===== config.mk =====
export PLATFORM = sky130hd
export DESIGN_NAME = clk_divider
export DESIGN_NICKNAME = d
export VERILOG_FILES = /design/src/rtl/clk_divider_pkg.sv /design/src/rtl/clk_divider_modn_counter.sv /design/src/rtl/clk_divider.sv
export SDC_FILE = /design/constraint.sdc
export NUM_CORES = 1
export LEC_CHECK = 0
export CAP_MARGIN = 5
export CORE_AREA = 5 5 42 44
export CTS_BUF_LIST = sky130_fd_sc_hd__clkbuf_8 sky130_fd_sc_hd__clkbuf_16
export DETAILED_ROUTE_END_ITERATION = 7
export DIE_AREA = 0 0 47 49
export GPL_TIMING_DRIVEN = 1
export SLEW_MARGIN = 20
export SYNTH_ARGS = -nofsm -noshare
export SYNTH_HDL_FRONTEND = slang
export SYNTH_SLANG_ARGS = --single-unit

===== constraint.sdc =====
create_clock -name clk -period 1.5 [get_ports clk]
set_input_delay 0.375 -clock clk [delete_from_list [all_inputs] [get_ports clk]]
set_output_delay 0.375 -clock clk [all_outputs]
set_load 0.01 [all_outputs]

===== src/rtl/clk_divider_pkg.sv =====
// rtl/clk_divider_pkg.sv - shared constants and sizing helpers for the integer clock divider
//
// Purpose:
//   Width and threshold computations used by clk_divider and its mod-N counter.
//   Both helpers are constant functions, so they are evaluated at elaboration.
//
// Contents:
//   DIV_MIN / DIV_MAX - legal range of the division ratio
//   cnt_width(div)    - counter width, max(1, clog2(div))
//   hi_count(div, d)  - number of rising-edge cycles the registered output is high
//                       in each period; d selects the half-cycle-extended build

package clk_divider_pkg;

    localparam int DIV_MIN = 2;
    localparam int DIV_MAX = 65535;

    // At least one bit, even though clog2 of 1 is 0.
    function automatic int cnt_width(input int div);
        int w;
        w = $clog2(div);
        if (w < 1) begin
            w = 1;
        end
        return w;
    endfunction

    // Default build: ceil(div/2), so odd ratios are high one cycle longer than low.
    // With the falling-edge extension on an odd ratio, the registered part is
    // floor(div/2) and the negedge flop adds the missing half cycle.
    function automatic int hi_count(input int div, input bit duty50);
        int hi;
        if (duty50 && ((div % 2) == 1)) begin
            hi = div / 2;
        end else begin
            hi = (div + 1) / 2;
        end
        return hi;
    endfunction

endpackage : clk_divider_pkg


===== src/rtl/clk_divider_modn_counter.sv =====
// rtl/clk_divider_modn_counter.sv - free-running mod-N counter with wrap indication
//
// Purpose:
//   Counts 0, 1, ..., DIV-1, 0, ... on every rising edge of clk. The counter
//   can never hold a value >= DIV, because it is cleared on reset and only
//   ever moves by +1 or wraps to 0 from DIV-1.
//
// Parameters:
//   DIV    - modulus, legal range DIV_MIN..DIV_MAX
//
// Ports:
//   clk    in   1   counting clock, rising edge
//   resetb in   1   synchronous active-low reset, clears the count
//   cnt    out  CW  current count, CW = cnt_width(DIV)
//   wrap   out  1   high while cnt == DIV-1, i.e. the next edge wraps to 0

module clk_divider_modn_counter
    import clk_divider_pkg::*;
#(
    parameter int  DIV = 5,
    localparam int CW  = cnt_width(DIV)
) (
    input  logic          clk,
    input  logic          resetb,
    output logic [CW-1:0] cnt,
    output logic          wrap
);

    localparam logic [CW-1:0] LAST = CW'(DIV - 1);

    if ((DIV < DIV_MIN) || (DIV > DIV_MAX)) begin : g_div_range_err
        $error("clk_divider_modn_counter: DIV=%0d outside legal range %0d..%0d",
               DIV, DIV_MIN, DIV_MAX);
    end

    logic [CW-1:0] cnt_q;
    logic [CW-1:0] cnt_d;

    always_comb begin
        cnt_d = cnt_q + CW'(1);
        if (cnt_q == LAST) begin
            cnt_d = '0;
        end
    end

    always_ff @(posedge clk) begin
        if (!resetb) begin
            cnt_q <= '0;
        end else begin
            cnt_q <= cnt_d;
        end
    end

    assign cnt  = cnt_q;
    assign wrap = (cnt_q == LAST);

endmodule : clk_divider_modn_counter


===== src/rtl/clk_divider.sv =====
// rtl/clk_divider.sv - integer clock divider with registered, glitch-free output
//
// Purpose:
//   Produces clk_out with a period of DIV input clock cycles. The output is a
//   flop (or, for the odd-ratio 50% build, an OR of two flops whose switching
//   edges never coincide), so it is safe to use as a clock.
//   After reset release the first rising edge drives clk_out high; it stays
//   high for HI cycles and low for DIV-HI cycles.
//
// Build option:
//   CLK_DIV_DUTY50_EN - when defined and DIV is odd, a falling-edge flop
//   stretches the high phase by half a cycle to give exact 50% duty.
//   When undefined there is no falling-edge logic at all.
//
// Parameters:
//   DIV     - division ratio, 2..65535; elaboration fails outside that range
//
// Ports:
//   clk     in   1   input clock
//   resetb  in   1   synchronous active-low reset; clk_out reads 0 while low
//   clk_out out  1   divided clock

module clk_divider
    import clk_divider_pkg::*;
#(
    parameter int DIV = 5
) (
    input  logic clk,
    input  logic resetb,
    output logic clk_out
);

`ifdef CLK_DIV_DUTY50_EN
    localparam bit DUTY50_EN = 1'b1;
`else
    localparam bit DUTY50_EN = 1'b0;
`endif

    localparam int            CW   = cnt_width(DIV);
    localparam int            HI   = hi_count(DIV, DUTY50_EN);
    localparam logic [CW-1:0] HI_C = CW'(HI);

    if ((DIV < DIV_MIN) || (DIV > DIV_MAX)) begin : g_div_range_err
        $error("clk_divider: DIV=%0d outside legal range %0d..%0d",
               DIV, DIV_MIN, DIV_MAX);
    end

    logic [CW-1:0] cnt;
    logic          wrap_unused;

    clk_divider_modn_counter #(
        .DIV    (DIV)
    ) u_cnt (
        .clk    (clk),
        .resetb (resetb),
        .cnt    (cnt),
        .wrap   (wrap_unused)
    );

    // The compare uses the count before this edge's increment, which is what
    // makes the first post-reset edge (cnt == 0) produce a high output.
    logic clk_out_q;
    logic clk_out_d;

    always_comb begin
        clk_out_d = (cnt < HI_C);
    end

    always_ff @(posedge clk) begin
        if (!resetb) begin
            clk_out_q <= 1'b0;
        end else begin
            clk_out_q <= clk_out_d;
        end
    end

`ifdef CLK_DIV_DUTY50_EN
    if ((DIV % 2) == 1) begin : g_duty50
        // neg_q follows clk_out_q half a cycle late. clk_out_q rises while
        // neg_q is already low and falls while neg_q is still high, so the OR
        // has a single rise on a rising edge and a single fall on the
        // following falling edge.
        logic neg_q;

        always_ff @(negedge clk) begin
            if (!resetb) begin
                neg_q <= 1'b0;
            end else begin
                neg_q <= clk_out_q;
            end
        end

        assign clk_out = clk_out_q | neg_q;
    end else begin : g_plain
        assign clk_out = clk_out_q;
    end
`else
    assign clk_out = clk_out_q;
`endif

endmodule : clk_divider


Word level (Yosys, flattened, before mapping)
Index checks and enable logic that the tools add are counted.
- reduce and logical (&&, ||, !) cells: 1
- $lt $le $gt $ge: 1
- eq/ne operators: 1
- bitwise logic cells: 1
- add/sub/neg operators: 1
- operator list (kind ; number):
    $add 3x1->3 const B ; 1
    $eq 3x3->1 const B ; 1
    $lt 3x2->1 const B ; 1
    $reduce_or 2->1 ; 1
    $not 1->1 ; 1
- logic and storage cells: 7
- output and inout port bits: 1
- flip-flop bits (word level): 4
- input bits: 2

Longest topological paths before layout
- depth after elaboration: 2
- mapped depth: 4

Cells and area by module
A second synthesis with hierarchy kept.
- cell total of the unflattened synthesis: 17
- area, all modules: 175.2 µm²
- by module, submodules not included (module ; cells each ; instances ; area an instance (µm²) ; seq. area each (µm²)):
    clk_divider_modn_counter ; 14 ; 1 ; 138.9 ; 60.1
    clk_divider ; 3 ; 1 ; 36.3 ; 20.0

Least setup slack after synthesis
Ideal clock, no wire load.
- path kind: flip-flop to flip-flop
- start point: register u_cnt.cnt_q[0] (netlist: u_cnt.cnt[0])
- end point: register u_cnt.cnt_q[2] (netlist: u_cnt.cnt[2])
- path slack: 0.406 ns
- clock period less this slack: 1.094 ns
- library setup time: 0.070 ns
- arrival time: 1.024 ns
- cell stages (with the launch flop): 5
- cells stage by stage: dfxtp_1 > inv_1 > ha_1 > or3b_1 > a21oi_1
- word-level cells in the longest chain between the ends: 2
- elaborated cells between the ends (all ways): 3
- those cells by class: 1 x add/sub; 1 x eq/ne; 1 x reduce/logical
- ends and longest elaborated chain (what ; line ; text):
    start: declaration ; clk_divider_modn_counter.sv:36 ; logic [CW-1:0] cnt_q;
    start signal: assignment ; clk_divider_modn_counter.sv:50 ; cnt_q <= cnt_d;
    branches (longest 2 deep; another with $add 3x1->3) ; -- ;
Several ways; the timed one is not identified.
A chain may end at the register's enable or synchronous reset.

Worst setup path in the final report
- start point: register clk_out_q (netlist: clk_out)
- end point: output clk_out
- RTL lines (what ; line ; text):
    start: declaration ; clk_divider.sv:62 ; logic clk_out_q;
    start signal: assignment ; clk_divider.sv:73 ; clk_out_q <= clk_out_d;
    end: declaration ; clk_divider.sv:30 ; output logic clk_out
No word-level cell between the ends.

==> results list <==
- Averaged over all synthesized cells, the footprint is approximately 10 um^2.
- The largest individual stage delay along the critical path comes from the cell sky130_fd_sc_hd__clkdlybuf4s50_1.
- In the final routed layout, each cell accounts on average for 6.649 um.
* Setup tns final: 0 ps
* Layout Cells excl Fill: 37
- Reg2reg start: u_cnt.cnt[0]
- Max-cap violations in this run came to 0.
- Die area: 2303 um^2
- Of the total power, the share spent switching nets is 17.69%.
- In the final layout, flip-flops and latches occupy 80.08 um^2.
- Initial Utilization: 11.43%
* Startpoint of the lowest-slack hold path: u_cnt.cnt[2]
- The path class of the tightest hold or removal check is register to register.
* Gate count after technology mapping: 16
* Clock Tree Buf Depth: 2
- During synthesis, Yosys emitted a total of 0 warnings.
- Setup slack on the worst reg-to-reg path comes out at 340 ps.
* Diodes inserted: 0
* Site Rows: 14
* Post-synthesis register bit count: 4
* Setup crit start: clk_out
- The synthesized design contains 0 enable-type register cells.
- Hold timing on the final database bottoms out at a slack of between 400 and 500 ps.
* Via/cell ratio: about 3.1
* Net count after synthesis: 20
- Number of global-route vias before repair: 125
- The flow ran to the end, and the final reports show no timing, DRC or antenna violations.
* Initial DRT Pass Iterations: 2
- The worst setup path is launched from a register.
- STA classifies the critical path endpoint as an output pin.
- Required time of the worst setup path: approximately 1100 ps
* Top cells by area in the synthesized netlist: sky130_fd_sc_hd__dfxtp_1 (50%), sky130_fd_sc_hd__ha_1 (16%), sky130_fd_sc_hd__and3_1 (7.8%)
- Largest voltage drop on the vdd net: 0.7264 mV
* Final Net Count: 27
* Slew margin rel.: 87.08%
- Across the routed clock network, the largest skew measured is 1.231 ps.
* Critical path peak fanout: 1
- The synthesized design devotes to its leading area cell type 50.00% of total area.
* First-pass GRT wire length: between 400 and 500 um
- Filler instances: 166
* Part of the power in the clock network: 58.9%
- Setup violations remaining at the end of the flow were counted as 0.
- Count of unique library cells instantiated by Yosys: 9
- Combinational power share: 7.6%
- Portion of the post-synthesis area used by sequential elements: 50.00%
- The area growth from synthesis to layout is 50.78%.
- Met1 track demand over resource in global routing: around 3.3%
- Combined area of the multi-input logic cells: around 69 um^2
- Number of cells traversed by the worst hold path: 1
* CTS tree: yes
- Summed over all layers, the global routing overflow is 0.
- In this run the vertical extent of the chip is just under 50 um.
* Final wirelength: approximately 250 um
* Post-layout instance area: 241.5 um^2
* Cell area reported after detailed placement: between 200 and 250 um^2
- Path type of the worst setup path: register to output pin
- Clock latency on the worst-skew pair, taken at its later pin, is 210 ps.
- Global routing used approximately 5.5% of the available met3 tracks.
- The number of failing hold endpoints at the final stage came to 0.
- Global routing consumed, on the met2 layer, 2.941% of the routing resources.
- Broken down by cell family, the worst path's largest delay share belongs to buffers and inverters.
* Logic depth of the worst register-to-register path: 4
- Worst hold path endpoint: clk_out
* Crit path arrival time: 1030 ps
- The commonest cells after synthesis are sky130_fd_sc_hd__dfxtp_1 (4), sky130_fd_sc_hd__inv_1 (3), sky130_fd_sc_hd__and3_1 (2), sky130_fd_sc_hd__ha_1 (2).
- Final critical-path setup slack: 96.92 ps
- Number of nets with antenna violations after detailed routing: 0
* Number of gates resized after cts: 0
- Unrepaired setup endpoints after global routing: false
- In this design, the stage delay of the slowest critical-path cell is ~520 ps.
- sky130_fd_sc_hd__dfxtp_1 is the most common cell in the netlist.
- During I/O placement, the number of pins put on the boundary was 3.
- Max Clock Freq: 712.7 MHz
- In this run the critical register-to-register path is captured at u_cnt.cnt[2].
* Tmin final: 1403 ps
- Once the clock tree was built, the setup fixing pass inserted 0 buffers.
* Top FF cell, synth: sky130_fd_sc_hd__dfxtp_1
* Number of input and output port buffers inserted: 2
- In this run the static leakage power is 0.0001047 uW.
- Async set-or-reset flop fraction in the synthesized netlist: 0%
* Slew @ Worst Pin: slightly below 200 ps
- Routability-driven placement finished with a final weighted congestion of 0.6657.
- Area leader, netlist: sky130_fd_sc_hd__dfxtp_1
* Via count: 116
- Antenna violations before repair: 0
- Cells with a size suffix above 1 make up 14.29% of the layout.
* Layer with the highest usage: met3
- Iter 0 DRT Violations: 2
- Overall track demand over capacity in global routing: 3.665%
- Counting both buffers and inverters, the worst setup path holds a total of 1.
- Pre-CTS worst setup slack: 263.9 ps
- Traced cell by cell, the critical path runs through clkdlybuf4s50_1.
* DIE WIDTH: 47 um
* Cell internal pwr: 303.8 uW
- Cell Area, Synth: 160.2 um^2
* Clock sink count: 4
- The count of pins over their slew limit came to 0.
- Sequential cells burn 33.5% of the power.
- Crit share post-route: 93.54%
- Pin count of the biggest net entering global routing: 5
- After clock tree synthesis, the flow added hold-fix buffers numbering 0.
- The core region is around 1400 um^2.
- DR DRC count: 0
- CTS built an H-tree with a depth of 1.
- Cell total after placement: 34
- The tree is rooted in a sky130_fd_sc_hd__clkbuf_8.
- Post-CTS clock slew at the launch and capture registers of the worst setup and hold paths: about 30 ps
- Buffers inserted during clock tree synthesis total 3.
* Power Density: 1529 nW/um^2
- For this design the total switching power over the nets is 65.31 uW.
-- worst reg2reg max path, delay by kind of cell, from the launching register on --
family | cells | cell delay (ps)
and+or+nand+nor | 1 | 350
DFF | 1 | 340
adders and majority gates | 1 | 200
AOI/OAI and AO/OA | 1 | 140
buffers and inverters | 1 | 60
-- power by group through the flow --
stage	Combinational (uW)	Sequential, uW	Clock [uW]
final	27.9	124	218
after global routing	32.4	125	234
after CTS	28.9	124	225
after detailed placement	28.8	125	0
after global placement	28.2	125	0
after floorplan	15.9	125	0
-- worst max-delay path by stage --
stage | to | cells past startpoint
2_1_floorplan | u_cnt.cnt[2] | 4
3_3_place_gp | clk_out | 3
3_5_place_dp | clk_out | 3
4_1_cts | clk_out | 1
5_1_grt | clk_out | 1
6_report | clk_out | 1
-- registers in the layout, summed over array words and instances, names as in the netlist --
signal,count
u_cnt.cnt,3
clk_out,1
-- logic make-up (layout without fill, tap and decap cells) --
family / Yosys count / count (layout) / synth area share, %
AND/OR/NAND/NOR: 5 / 5 / 19.53
adder cells (fa/ha/maj): 2 / 2 / 15.62
buffers and inverters: 3 / 8 / 7.031
AO/OA/AOI/OAI: 2 / 2 / 7.811
flip-flops: 4 / 4 / 50.00
-- layout make-up --
cell class | instances | share of cell area, %
Clock buffer | 3 | 17.10
Inverter | 3 | 4.663
Multi-Input combinational cell | 9 | 28.50
Sequential cell | 4 | 33.16
Tap cell | 16 | 8.290
Timing Repair Buffer | 2 | 8.290
-- layout by cell type (no fill, tap or decap) --
cell	netlist	routed
sky130_fd_sc_hd__a211oi_1	1	1
sky130_fd_sc_hd__a21oi_1	1	1
sky130_fd_sc_hd__and3_1	2	2
sky130_fd_sc_hd__clkbuf_8	0	3
sky130_fd_sc_hd__clkdlybuf4s50_1	0	2
sky130_fd_sc_hd__dfxtp_1	4	4
sky130_fd_sc_hd__ha_1	2	2
sky130_fd_sc_hd__inv_1	3	3
sky130_fd_sc_hd__nand2_1	1	1
sky130_fd_sc_hd__nand2b_1	1	1
sky130_fd_sc_hd__or3b_1	1	1
-- per-layer routing --
metal | wire length, um | up-vias
li1 | - | 63
met1 | 113 | 46
met2 | 80 | 5
met3 | 45 | 2
met4 | 7 | 0
met5 | 0 | -
-- per-stage QoR --
stage / utilization (%) / power (uW)
2_1_floorplan: - / 140.9
5_1_grt: 17.23 / 391.2
6_report: 17.23 / 369.1
3_3_place_gp: 14.29 / 153.0
4_1_cts: 17.23 / 377.9
3_5_place_dp: 14.29 / 154.0
No activity file was read; power rests on OpenSTA's default activity.
